File: src/rtl/inst_load_ctrl_if.sv
// Bus bundle for inst_load_ctrl: fetch path, loader stream and memory write port.
// The ld_sum signal exists only when INST_LOAD_CHECKSUM_EN is defined.
interface inst_load_ctrl_if #(
  parameter int DATA_W = 32
);
  logic [31:0]       fetch_addr;
  logic              fetch_stall;
  logic              ld_start;
  logic [31:0]       ld_base;
  logic [31:0]       ld_len;
  logic              ld_valid;
  logic [DATA_W-1:0] ld_data;
  logic              ld_ready;
  logic              ld_busy;
  logic              ld_done;
  logic              ld_err;
  logic [31:0]       mem_addr;
  logic [DATA_W-1:0] mem_write_data;
  logic              mem_write;
`ifdef INST_LOAD_CHECKSUM_EN
  logic [DATA_W-1:0] ld_sum;
`endif

  // master: the controller itself; slave: fetch unit, loader and memory around it
  modport master (
    input  fetch_addr, ld_start, ld_base, ld_len, ld_valid, ld_data,
    output fetch_stall, ld_ready, ld_busy, ld_done, ld_err,
    output mem_addr, mem_write_data, mem_write
`ifdef INST_LOAD_CHECKSUM_EN
    , output ld_sum
`endif
  );

  modport slave (
    output fetch_addr, ld_start, ld_base, ld_len, ld_valid, ld_data,
    input  fetch_stall, ld_ready, ld_busy, ld_done, ld_err,
    input  mem_addr, mem_write_data, mem_write
`ifdef INST_LOAD_CHECKSUM_EN
    , input ld_sum
`endif
  );
endinterface

File: src/rtl/inst_load_ctrl.sv
// Program-load controller: arbitrates the instruction memory port between fetch and a
// streaming loader. Define INST_LOAD_CHECKSUM_EN to add the ld_sum running checksum.
module inst_load_ctrl #(
  parameter int MEM_DEPTH = 1001,
  parameter int DATA_W    = 32
) (
  input  logic             clk,
  input  logic             rst,
  inst_load_ctrl_if.master bus
);

  typedef enum logic [1:0] {IDLE, GRANT, LOAD, DONE} state_t;

  state_t            state_reg;
  logic [31:0]       base_reg;
  logic [31:0]       len_reg;
  logic [31:0]       cnt_reg;
  logic              stall_reg;
  logic              ready_reg;
  logic              busy_reg;
  logic              done_reg;
  logic              err_reg;

  logic [32:0]       range_end;
  logic              len_zero;
  logic              range_bad;
  logic              accept;
  logic              last_word;
  logic [DATA_W-1:0] wr_data;

  // 33-bit end address so a huge base + len cannot wrap back into range
  assign range_end = {1'b0, bus.ld_base} + {1'b0, bus.ld_len};
  assign len_zero  = (bus.ld_len == 32'd0);
  assign range_bad = !len_zero && (range_end > 33'(MEM_DEPTH));
  assign accept    = ready_reg && bus.ld_valid;
  assign last_word = accept && (cnt_reg == len_reg - 32'd1);

  always_ff @(posedge clk) begin
    if (rst) begin
      state_reg <= IDLE;
      base_reg  <= 32'd0;
      len_reg   <= 32'd0;
      cnt_reg   <= 32'd0;
      stall_reg <= 1'b0;
      ready_reg <= 1'b0;
      busy_reg  <= 1'b0;
      done_reg  <= 1'b0;
      err_reg   <= 1'b0;
    end else begin
      case (state_reg)
        IDLE: begin
          if (bus.ld_start) begin
            base_reg <= bus.ld_base;
            len_reg  <= bus.ld_len;
            cnt_reg  <= 32'd0;
            err_reg  <= range_bad;
            busy_reg <= 1'b1;
            // Rejected or empty loads never take the port away from fetch
            if (len_zero || range_bad) begin
              state_reg <= DONE;
              done_reg  <= 1'b1;
            end else begin
              state_reg <= GRANT;
              stall_reg <= 1'b1;
            end
          end
        end
        GRANT: begin
          state_reg <= LOAD;
          ready_reg <= 1'b1;
        end
        LOAD: begin
          if (accept) begin
            cnt_reg <= cnt_reg + 32'd1;
            if (last_word) begin
              state_reg <= DONE;
              ready_reg <= 1'b0;
              done_reg  <= 1'b1;
            end
          end
        end
        DONE: begin
          state_reg <= IDLE;
          done_reg  <= 1'b0;
          busy_reg  <= 1'b0;
          stall_reg <= 1'b0;
        end
        default: begin
          state_reg <= IDLE;
        end
      endcase
    end
  end

  // The write port belongs to the loader only while words are being accepted
  assign wr_data            = ready_reg ? bus.ld_data : '0;
  assign bus.mem_addr       = ready_reg ? (base_reg + cnt_reg) : bus.fetch_addr;
  assign bus.mem_write_data = wr_data;
  assign bus.mem_write      = ready_reg && bus.ld_valid;

  assign bus.fetch_stall = stall_reg;
  assign bus.ld_ready    = ready_reg;
  assign bus.ld_busy     = busy_reg;
  assign bus.ld_done     = done_reg;
  assign bus.ld_err      = err_reg;

`ifdef INST_LOAD_CHECKSUM_EN
  logic [DATA_W-1:0] sum_reg;

  always_ff @(posedge clk) begin
    if (rst) begin
      sum_reg <= '0;
    end else if (state_reg == IDLE && bus.ld_start) begin
      sum_reg <= '0;
    end else if (accept) begin
      sum_reg <= sum_reg + bus.ld_data;
    end
  end

  assign bus.ld_sum = sum_reg;
`endif

endmodule
File: src/flat_wrapper.sv
// flat-port wrapper written by rule: the top's interface ports become plain ports
module inst_load_ctrl_flat 
#(
  parameter int MEM_DEPTH = 1001,
  parameter int DATA_W    = 32
)
  (clk, rst, bus_fetch_addr, bus_ld_start, bus_ld_base, bus_ld_len, bus_ld_valid, bus_ld_data, bus_fetch_stall, bus_ld_ready, bus_ld_busy, bus_ld_done, bus_ld_err, bus_mem_addr, bus_mem_write_data, bus_mem_write);
  inst_load_ctrl_if #(.DATA_W(DATA_W)) bus_i ();
  input  logic clk;
  input  logic rst;
  input wire logic [$bits(bus_i.fetch_addr)-1:0] bus_fetch_addr;
  input wire logic [$bits(bus_i.ld_start)-1:0] bus_ld_start;
  input wire logic [$bits(bus_i.ld_base)-1:0] bus_ld_base;
  input wire logic [$bits(bus_i.ld_len)-1:0] bus_ld_len;
  input wire logic [$bits(bus_i.ld_valid)-1:0] bus_ld_valid;
  input wire logic [$bits(bus_i.ld_data)-1:0] bus_ld_data;
  output wire logic [$bits(bus_i.fetch_stall)-1:0] bus_fetch_stall;
  output wire logic [$bits(bus_i.ld_ready)-1:0] bus_ld_ready;
  output wire logic [$bits(bus_i.ld_busy)-1:0] bus_ld_busy;
  output wire logic [$bits(bus_i.ld_done)-1:0] bus_ld_done;
  output wire logic [$bits(bus_i.ld_err)-1:0] bus_ld_err;
  output wire logic [$bits(bus_i.mem_addr)-1:0] bus_mem_addr;
  output wire logic [$bits(bus_i.mem_write_data)-1:0] bus_mem_write_data;
  output wire logic [$bits(bus_i.mem_write)-1:0] bus_mem_write;
  assign bus_i.fetch_addr = bus_fetch_addr;
  assign bus_i.ld_start = bus_ld_start;
  assign bus_i.ld_base = bus_ld_base;
  assign bus_i.ld_len = bus_ld_len;
  assign bus_i.ld_valid = bus_ld_valid;
  assign bus_i.ld_data = bus_ld_data;
  assign bus_fetch_stall = bus_i.fetch_stall;
  assign bus_ld_ready = bus_i.ld_ready;
  assign bus_ld_busy = bus_i.ld_busy;
  assign bus_ld_done = bus_i.ld_done;
  assign bus_ld_err = bus_i.ld_err;
  assign bus_mem_addr = bus_i.mem_addr;
  assign bus_mem_write_data = bus_i.mem_write_data;
  assign bus_mem_write = bus_i.mem_write;
  inst_load_ctrl #(.MEM_DEPTH(MEM_DEPTH), .DATA_W(DATA_W)) u_core (.clk(clk), .rst(rst), .bus(bus_i));
endmodule
File: config.mk
export PLATFORM = sky130hd
export DESIGN_NAME = inst_load_ctrl_flat
export DESIGN_NICKNAME = d
export VERILOG_FILES = /design/src/rtl/inst_load_ctrl_if.sv /design/src/rtl/inst_load_ctrl.sv /design/src/flat_wrapper.sv
export SDC_FILE = /design/constraint.sdc
export NUM_CORES = 1
export LEC_CHECK = 0
export ABC_CLOCK_PERIOD_IN_PS = 10900
export CAP_MARGIN = 20
export CORE_UTILIZATION = 45
export DETAILED_ROUTE_END_ITERATION = 12
export PLACE_DENSITY = 0.72
export RECOVER_POWER = 100
export REMOVE_ABC_BUFFERS = 1
export SKIP_CTS_REPAIR_TIMING = 1
export SYNTH_ARGS = -nofsm -noshare
export SYNTH_HDL_FRONTEND = slang
export SYNTH_SLANG_ARGS = --single-unit
export TNS_END_PERCENT = 50
File: constraint.sdc
create_clock -name clk -period 10.9 [get_ports clk]
set_input_delay 1.09 -clock clk [delete_from_list [all_inputs] [get_ports clk]]
set_output_delay 1.09 -clock clk [all_outputs]
set_load 0.005 [all_outputs]
=== After elaboration in Yosys (flattened, before gate mapping) ===
Index checks and enable logic that the tools add are counted.

* Bits in registers: 103
* Input bits: 132

* $add $sub $neg: 4
* $lt $le $gt $ge: 1
* Equal/unequal tests: 9
* Multiplexer cells: 23
* Reduce and logical (&&, ||, !) cells: 18

{| class="wikitable"
|+ Operators by type and width
! operator !! number
|-
| $mux 32 || 4
|-
| $pmux 32 s2 || 1
|-
| $add 32x32->33 || 1
|-
| $gt 33x10->1 const B || 1
|-
| $add 32x1->32 const B || 1
|-
| $add 32x32->32 || 1
|-
| $eq 32x32->1 || 1
|-
| $logic_not 32->1 || 1
|-
| $sub 32x1->32 const B || 1
|-
| $reduce_and 3->1 || 4
|-
| $mux 1 || 9
|-
| $mux 2 || 4
|-
| $pmux 2 s4 || 1
|-
| $ne 2x1->1 const B || 3
|-
| $pmux 1 s2 || 3
|-
| $reduce_bool 2->1 || 3
|-
| $reduce_and 5->1 || 1
|-
| $eq 2x2->1 const B || 2
|-
| $ne 2x2->1 const B || 2
|-
| $reduce_and 2->1 || 2
|-
| $logic_and 1x1->1 || 3
|-
| $pmux 1 s3 || 1
|-
| $reduce_bool 3->1 || 1
|-
| $eq 2x1->1 const B || 1
|-
| other kinds (3) || 3
|}

=== Depth between registers and ports, before layout ===
Gate-level depths: netlist (run 1).

* Word-level depth: 7
* Mapped depth: 13
* Mapped depth without buffers: 13

=== Least setup slack after synthesis (run 1) ===
No wires, ideal clock.

* Kind: input-to-reg
* Start: input bus_ld_len[0]
* End: register u_core.done_reg, in the netlist u_core.bus.ld_done
* Arrival: 4098 ps
* Required time: 10779 ps
* Setup slack: 6681 ps
* Stages: 13
* Buffers on the path: 0
* Cell sequence: ha_1 -> inv_1 -> fa_1 -> and2b_1 -> o2111ai_2 -> a311o_1 -> a2111oi_4 -> nor4_1 -> nor4_2 -> o2111ai_1 -> nor4_4 -> a211oi_2 -> mux2_4

* Word-level cells in the longest chain between the ends: 6
* Elaborated cells on any way between the ends: 8
* Classes of those cells: 1 x add/sub; 1 x order compare; 1 x eq/ne; 5 x reduce/logical

{| class="wikitable"
|+ Ends and longest elaborated chain
! element !! RTL line !! source
|-
| start, declared || flat_wrapper.sv:14 || <nowiki>input wire logic [$bits(bus_i.ld_len)-1:0] bus_ld_len;</nowiki>
|-
| $add 32x32->33 / $logic_not 32->1 (equally long branches) || inst_load_ctrl.sv:32, inst_load_ctrl.sv:33 ||
|-
| $gt 33x10->1 / $logic_not 1->1 (equally long branches) || inst_load_ctrl.sv:34 || <nowiki>assign range_bad = !len_zero && (range_end > 33'(MEM_DEPTH));</nowiki>
|-
| $logic_and 1x1->1 || inst_load_ctrl.sv:34 ||
|-
| $logic_or 1x1->1 (*) || inst_load_ctrl.sv:59 || <nowiki>if (len_zero || range_bad) begin</nowiki>
|-
| $ne 2x1->1 (no source line) (*) || -- ||
|-
| $reduce_and 5->1 (no source line) (*) || -- ||
|-
| end signal, assigned || inst_load_ctrl.sv:47 || <nowiki>done_reg <= 1'b0;</nowiki>
|-
| end signal, assigned || inst_load_ctrl.sv:61 || <nowiki>done_reg <= 1'b1;</nowiki>
|-
| end signal, assigned || inst_load_ctrl.sv:78 || <nowiki>done_reg <= 1'b1;</nowiki>
|-
| end, declared || inst_load_ctrl.sv:21 || <nowiki>logic done_reg;</nowiki>
|}

Mark *: on every way between the ends. The rest lies on a longest branch, timed or not.
A chain may end at the register's enable or synchronous reset.

=== Worst setup path after layout (run 1) ===
Same ends and word-level chain as after synthesis.

==> results of run 1 <==
==> layer usage <==
layer	vias up	wire length [um]	track usage
met1	4504	13900	0.358
met4	0	800	0.0809
li1	5022	-	-
met3	50	1640	0.0269
met5	-	0	0
met2	313	13100	0.430
==> power groups by stage <==
| stage | Sequential, mW | Combinational [mW] | Clock [mW] |
|---|---|---|---|
| 2_1_floorplan | 0.495 | 0.578 | 0 |
| 4_1_cts | 0.483 | 0.983 | 0.328 |
| 3_3_place_gp | 0.489 | 0.967 | 0 |
| 5_1_grt | 0.490 | 1.06 | 0.342 |
| 6_report | 0.484 | 0.962 | 0.325 |
| 3_5_place_dp | 0.491 | 0.979 | 0 |
==> logic make-up (layout without fill, tap and decap cells) <==
family                   count (synthesis)  in the layout
AND/OR/NAND/NOR                        565            565
AO/OA/AOI/OAI                          340            340
flip-flops                             103            103
XOR/XNOR                                96             96
buffers and inverters                   95            257
adder cells (fa/ha/maj)                 71             71
multiplexers                            29             29
==> area by class of cell <==
| type | count | area [sq um] | area share |
|---|---|---|---|
| inverters | 35 | 131 | 0.0110 |
| clock inverters | 4 | 53.8 | 0.00451 |
| multi-input cells | 1101 | 7070 | 0.592 |
| well taps | 270 | 338 | 0.0283 |
| flip-flops and latches | 103 | 2060 | 0.173 |
| clock buffers | 12 | 246 | 0.0207 |
| repair buffers | 206 | 2030 | 0.170 |
==> through the flow <==
stage	util	cell area (sq um)	hold WS, ns	cells
after floorplan	-	9310	0.434	1239
after global placement	0.569	11700	0.447	1715
after detailed placement	0.569	11700	0.453	1715
after CTS	0.584	12000	0.463	1731
after global routing	0.580	11900	0.479	1731
final	0.580	11900	0.460	1731
==> layout by cell type (no fill, tap or decap), types with 11 or more instances in the layout <==
cell	count
o21ai_0	38
nor2_1	97
a21oi_1	136
a21o_1	27
o21a_1	11
and3_1	22
inv_1	35
a211oi_1	18
nor3_1	35
nor4_1	20
mux2_2	22
dlygate4sd3_1	53
clkdlybuf4s50_1	147
and2_1	27
xnor2_1	45
a211o_1	12
or3_1	12
nand3_1	36
nand2_1	212
nand4_1	27
and2_0	18
xor2_1	51
ha_1	69
a31oi_1	19
dfxtp_1	102
==> path summary, 6_finish.rpt <==
path / startpoint / end / slack (ns) / cells past startpoint
worst min-delay path: u_core.bus.ld_err / u_core.bus.ld_err / 0.46 / 2
worst min register to register: u_core.bus.ld_err / u_core.bus.ld_err / 0.46 / 2
worst max-delay path: bus_ld_len[0] / u_core.bus.ld_done / 4.92 / 14
worst max register to register: u_core.bus.ld_ready / u_core.cnt_reg[29] / 5.41 / 10
==> worst register-to-register path, cell delays in order, from the launching register on <==
cell,delay (ns)
dfxtp_2,0.31
clkbuf_1,1.88
nand2_1,0.38
a211oi_1,0.93
and4_1,0.37
and2_0,0.31
nand4_1,0.32
nor3_1,0.46
nand3_1,0.16
xor2_1,0.17
nor2_1,0.05
==> out/metrics.yaml, run 1 <==
coreArea_sq_mm: 0.0206
synth_xor_area_frac: 0.0879
cp_cell_sequence: "clkdlybuf4s50_1 > ha_1 > inv_1 > fa_1 > and2b_1 > o2111ai_1 > a311o_1 > a2111oi_0 > nor4_1 > nor4_2 > o2111ai_1 > nor4_1 > a211oi_2 > mux2_4"
yosys.area.top_type: "dfxtp_1"
synth_most_common_cell: "nand2_1"
wirelength_mm: 29.4
ir_worst_vdd_v: 0.000102
finalCritPeriodShare: 0.549
std_cell_rows: 52
io_buffer_count: 201
dieArea_sq_mm: 0.0218
synth-adder-area-share: 0.0944
synth_top_family_by_area: "simple AND/OR/NAND/NOR gates"
violations: "max-capacitance violations, max-slew violations"
finalHoldViolCount: 0
required_ns: 11.14
drive_gt1_frac: 0.0418
finalMaxSlewViolations: 189
fmax_mhz: 167
clk_pin_slew_worst_paths_ns: 0.07
status: "finished, violations left"
synth-edff-count: 0
grtUsageTotal: 0.261
power_density_mw_per_mm2: 148
p_total_mw: 1.77
grt_pass1_vias: 9132
async_reset_ff_frac: 0
fin_setup_tns_ns: 0
wl_per_cell_um: 17.0
synth_area_leaders: "dfxtp_1 22%, ha_1 9.0%, nand2_1 8.3%"
route.vias.total: 9889
setup_viol: 0
ctsHtreeMaxLevel: 3
fp.dieW_um: 148
dp_hpwl_mm: 23.4
fillCellCount: 2011
io_pins: 202
pre_cts_slack_ns: 5.64
netlist_area_sq_mm: 0.00957
synthDistinctLibCells: 86
startpoint_type: "input port"
synth_top_area_frac: 0.216
vias_per_cell: 5.71
cts_root_buf: "clkbuf_16"
cp_slowest_cell: "nor4_1"
drtIter0Drc: 665
p_sw_frac: 0.400
grt_first_pass_wirelength_mm: 46.2
synth_common_cells: "212 x nand2_1, 136 x a21oi_1, 103 x dfxtp_1"
crit_type: "in -> reg"
cp-end-kind: "register"
p_int_mw: 1.06
final_nets: 1659
cp_num_buf_inv: 2
clock-sinks: 103
avgSynthCellArea_sq_um: 7.37
leakage_nw: 4.83
antenna_found_initial: 0
ys_seq_elements: 103
crit_path_max_incr_delay_ns: 1.03
diodes: 0
start_util: 0.465
clockBufferDepth: 2
critPathArrivalTime_ns: 6.22
clkPwrFrac: 0.184
tritoncts: "yes"
combPwrFrac: 0.543
grt_overflow_total: 0
clock_latency_ns: 0.34
dr.pass1.iters: 5
drc: 0
synthCells: 1299
gp_congestion: 0.977
syn_to_final_growth_pct: 24.7
fin_crit_ns: 5.98
ant_nets: 0
skew_ns: 0.0104
drv_cap: 3
numCtsBuffers: 9
muxShareOfSynthArea: 0.0337
path_delay_family: "compound AO/OA/AOI/OAI gates"
path_max_fanout: 5
tightest_slew_ns: 2.80
grt_max_degree: 76
setup_ws_ns: 4.92
relSlewSlack: -0.868
p_sw_uw: 709
fp.dieH_um: 148
min_path_type: "reg -> reg"
synth-seq-area-share: 0.216
seq_power_share: 0.273
rsz0062_at_grt: "false"
ys.warnings.count: 0
synthFlopType: "dfxtp_1"
synth_compound_area_frac: 0.234
synth-simple-area-share: 0.294
Note: power is estimated with default switching activity, not from simulation.
==> inputs of run 2 (changes only) <==
- ABC_CLOCK_PERIOD_IN_PS: 10900 -> 6050
- clock period: 10.9 -> 6.05 ns (I/O delays scaled with it)
==> out/metrics.yaml, run 2 (synthesis results as in run 1) <==
tritoncts: "yes"
path_max_fanout: 7  # +2
grt_max_degree: 76  # unchanged
fillCellCount: 1978  # -1.6%
gp_congestion: 0.975  # -0.11%
place_inst: 1716  # +0.058%
fp.dieW_um: 148  # unchanged
multi_input_area_sq_mm: 0.00709  # +0.39%
fin_crit_ns: 5.00
io_buffer_count: 201  # unchanged
placed_area_sq_mm: 0.0117  # about the same
cp_cell_sequence: "ha_1 > and3_1 > a2111oi_0 > nor3_1 > a41o_1 > a21oi_1 > o31ai_1 > a31oi_1 > o21ai_0 > o2111a_1 > a311oi_1 > clkdlybuf4s50_1"
leakage_nw: 4.88  # +1.0%
final_nets: 1660  # +0.060%
rsz0062_at_grt: "false"
cts_root_buf: "clkbuf_16"
diodes: 0  # unchanged
required_ns: 5.44  # -5.70 ns
cp-end-kind: "output port"
violations: "max-capacitance violations, max-slew violations"
hold_depth: 2  # unchanged
pre_cts_slack_ns: 1.32  # -4.32 ns
regArea_sq_mm: 0.00206  # about the same
ctsHtreeMaxLevel: 3  # unchanged
clock-sinks: 103  # unchanged
crit_type: "reg -> out"
drv_cap: 2  # -1
clockBufferDepth: 2  # unchanged
coreArea_sq_mm: 0.0206  # unchanged
clk_pin_slew_worst_paths_ns: 0.07  # about the same
finalMaxSlewViolations: 121  # -36%
crit_path_max_incr_delay_ns: 0.54  # -0.49 ns
start_util: 0.465  # unchanged
fp.dieH_um: 148  # unchanged
clock_latency_ns: 0.35  # about the same
r2r_end: "u_core.bus.ld_err"
skew_ns: 0.0119  # +0.00156 ns
setup_viol: 0  # unchanged
dr.pass1.iters: 5  # unchanged
critPathArrivalTime_ns: 4.39  # -1.83 ns
ir_worst_vdd_v: 0.000178  # +74%
antenna_found_initial: 0  # unchanged
wirelength_mm: 29.0  # -1.4%
grt_overflow_total: 0  # unchanged
finalHoldViolCount: 0  # unchanged
dieArea_sq_mm: 0.0218  # unchanged
syn_to_final_growth_pct: 25.4
holdPathEnd: "u_core.bus.ld_err"
setup_ws_ns: 1.05  # -3.86 ns
vias_per_cell: 5.76  # +0.82%
dp_hpwl_mm: 23.1  # -1.1%
drc: 0  # unchanged
final_cell_mix: "212 x nand2_1, 140 x clkdlybuf4s50_1, 136 x a21oi_1"
cp_slowest_cell: "clkdlybuf4s50_1"
io_pins: 202  # unchanged
status: "finished, violations left"
power_density_mw_per_mm2: 268  # +80%
reg2reg_slack_ns: 2.10  # -3.31 ns
stdcell_count: 1732  # +0.058%
final_area_sq_mm: 0.0120  # +0.56%
std_cell_rows: 52  # unchanged
fmax_mhz: 200
relSlewSlack: -0.879  # -0.0118
grt_pass1_vias: 9066  # -0.72%
grt_first_pass_wirelength_mm: 46.5  # +0.66%
rr_worst_depth: 6  # -4
route.vias.total: 9976  # +0.88%
startpoint_type: "register"
hp-start: "u_core.bus.ld_err"
regToRegStartpoint: "u_core.state_reg[0]"
drive_gt1_frac: 0.0451  # +0.00339
mostFrequentLayoutCell: "nand2_1"
finalCritPeriodShare: 0.826
min_path_type: "reg -> reg"
wl_per_cell_um: 16.8  # -1.4%
drtIter0Drc: 645  # -3.0%
tightest_slew_ns: 2.82  # +0.0177 ns
numCtsBuffers: 9  # unchanged
fin_setup_tns_ns: 0  # unchanged
grtUsageTotal: 0.264  # +0.00233
ant_nets: 0  # unchanged
[run 2: cell types whose count changed in the layout (fill, tap and decap cells not counted), moves of 2 or more]
cell	delta
clkdlybuf4s50_1	-7
dlygate4sd3_1	+7
and2_0	-6
and2_1	+6
clkbuf_1	-3
buf_4	+2
[run 2: critical path: cells and delay by family, from the launching register on]
kind / cells / cell delay, ns
and+or+nand+nor: 2 / 0.37
adders and majority gates: 1 / 0.34
AOI/OAI and AO/OA: 8 / 2.32
DFF: 1 / 0.48
buffers and inverters: 1 / 0.54
[run 2: stage by stage]
step | total power, mW | hold slack [ns] | utilization
floorplan | 1.93 | 0.434 | -
CTS | 3.27 | 0.461 | 0.585
global route | 3.44 | 0.481 | 0.584
global placement | 2.63 | 0.444 | 0.569
finish | 3.21 | 0.457 | 0.584
detailed placement | 2.64 | 0.452 | 0.569
[run 2: worst max path at each step]
stage                                 start            endpoint  slack (ns)  cells past startpoint
final                     u_core.cnt_reg[3]    bus_mem_addr[31]        1.05                     12
after global routing      u_core.cnt_reg[2]    bus_mem_addr[31]        0.76                     12
after CTS                 u_core.cnt_reg[3]    bus_mem_addr[31]        1.13                     12
after detailed placement      bus_ld_len[0]  u_core.bus.ld_done        1.32                     14
after global placement       bus_ld_len[16]  u_core.bus.ld_done        1.41                     12
after floorplan               bus_ld_len[0]  u_core.bus.ld_done        2.32                     13
[run 2: power breakdown]
group / internal (mW) / total (mW) / switching (mW)
sequential: 0.772 / 0.870 / 0.0988
combinational: 0.790 / 1.71 / 0.918
clock: 0.376 / 0.633 / 0.257
[run 2: area by class of cell]
class,instances,share of cell area
multi-input combinational,1101,0.591
sequential,103,0.172
timing repair buffer,207,0.170
tap,270,0.0282
clock buffer,10,0.0199
inverter,35,0.0109
clock inverter,6,0.00751
[run 2: routing by layer]
layer	up-vias	track usage	share of wire
met3	39	0.0290	0.057
met2	310	0.429	0.45
met1	4602	0.362	0.47
met4	0	0.0887	0.023
li1	5025	-	-
met5	-	0	0
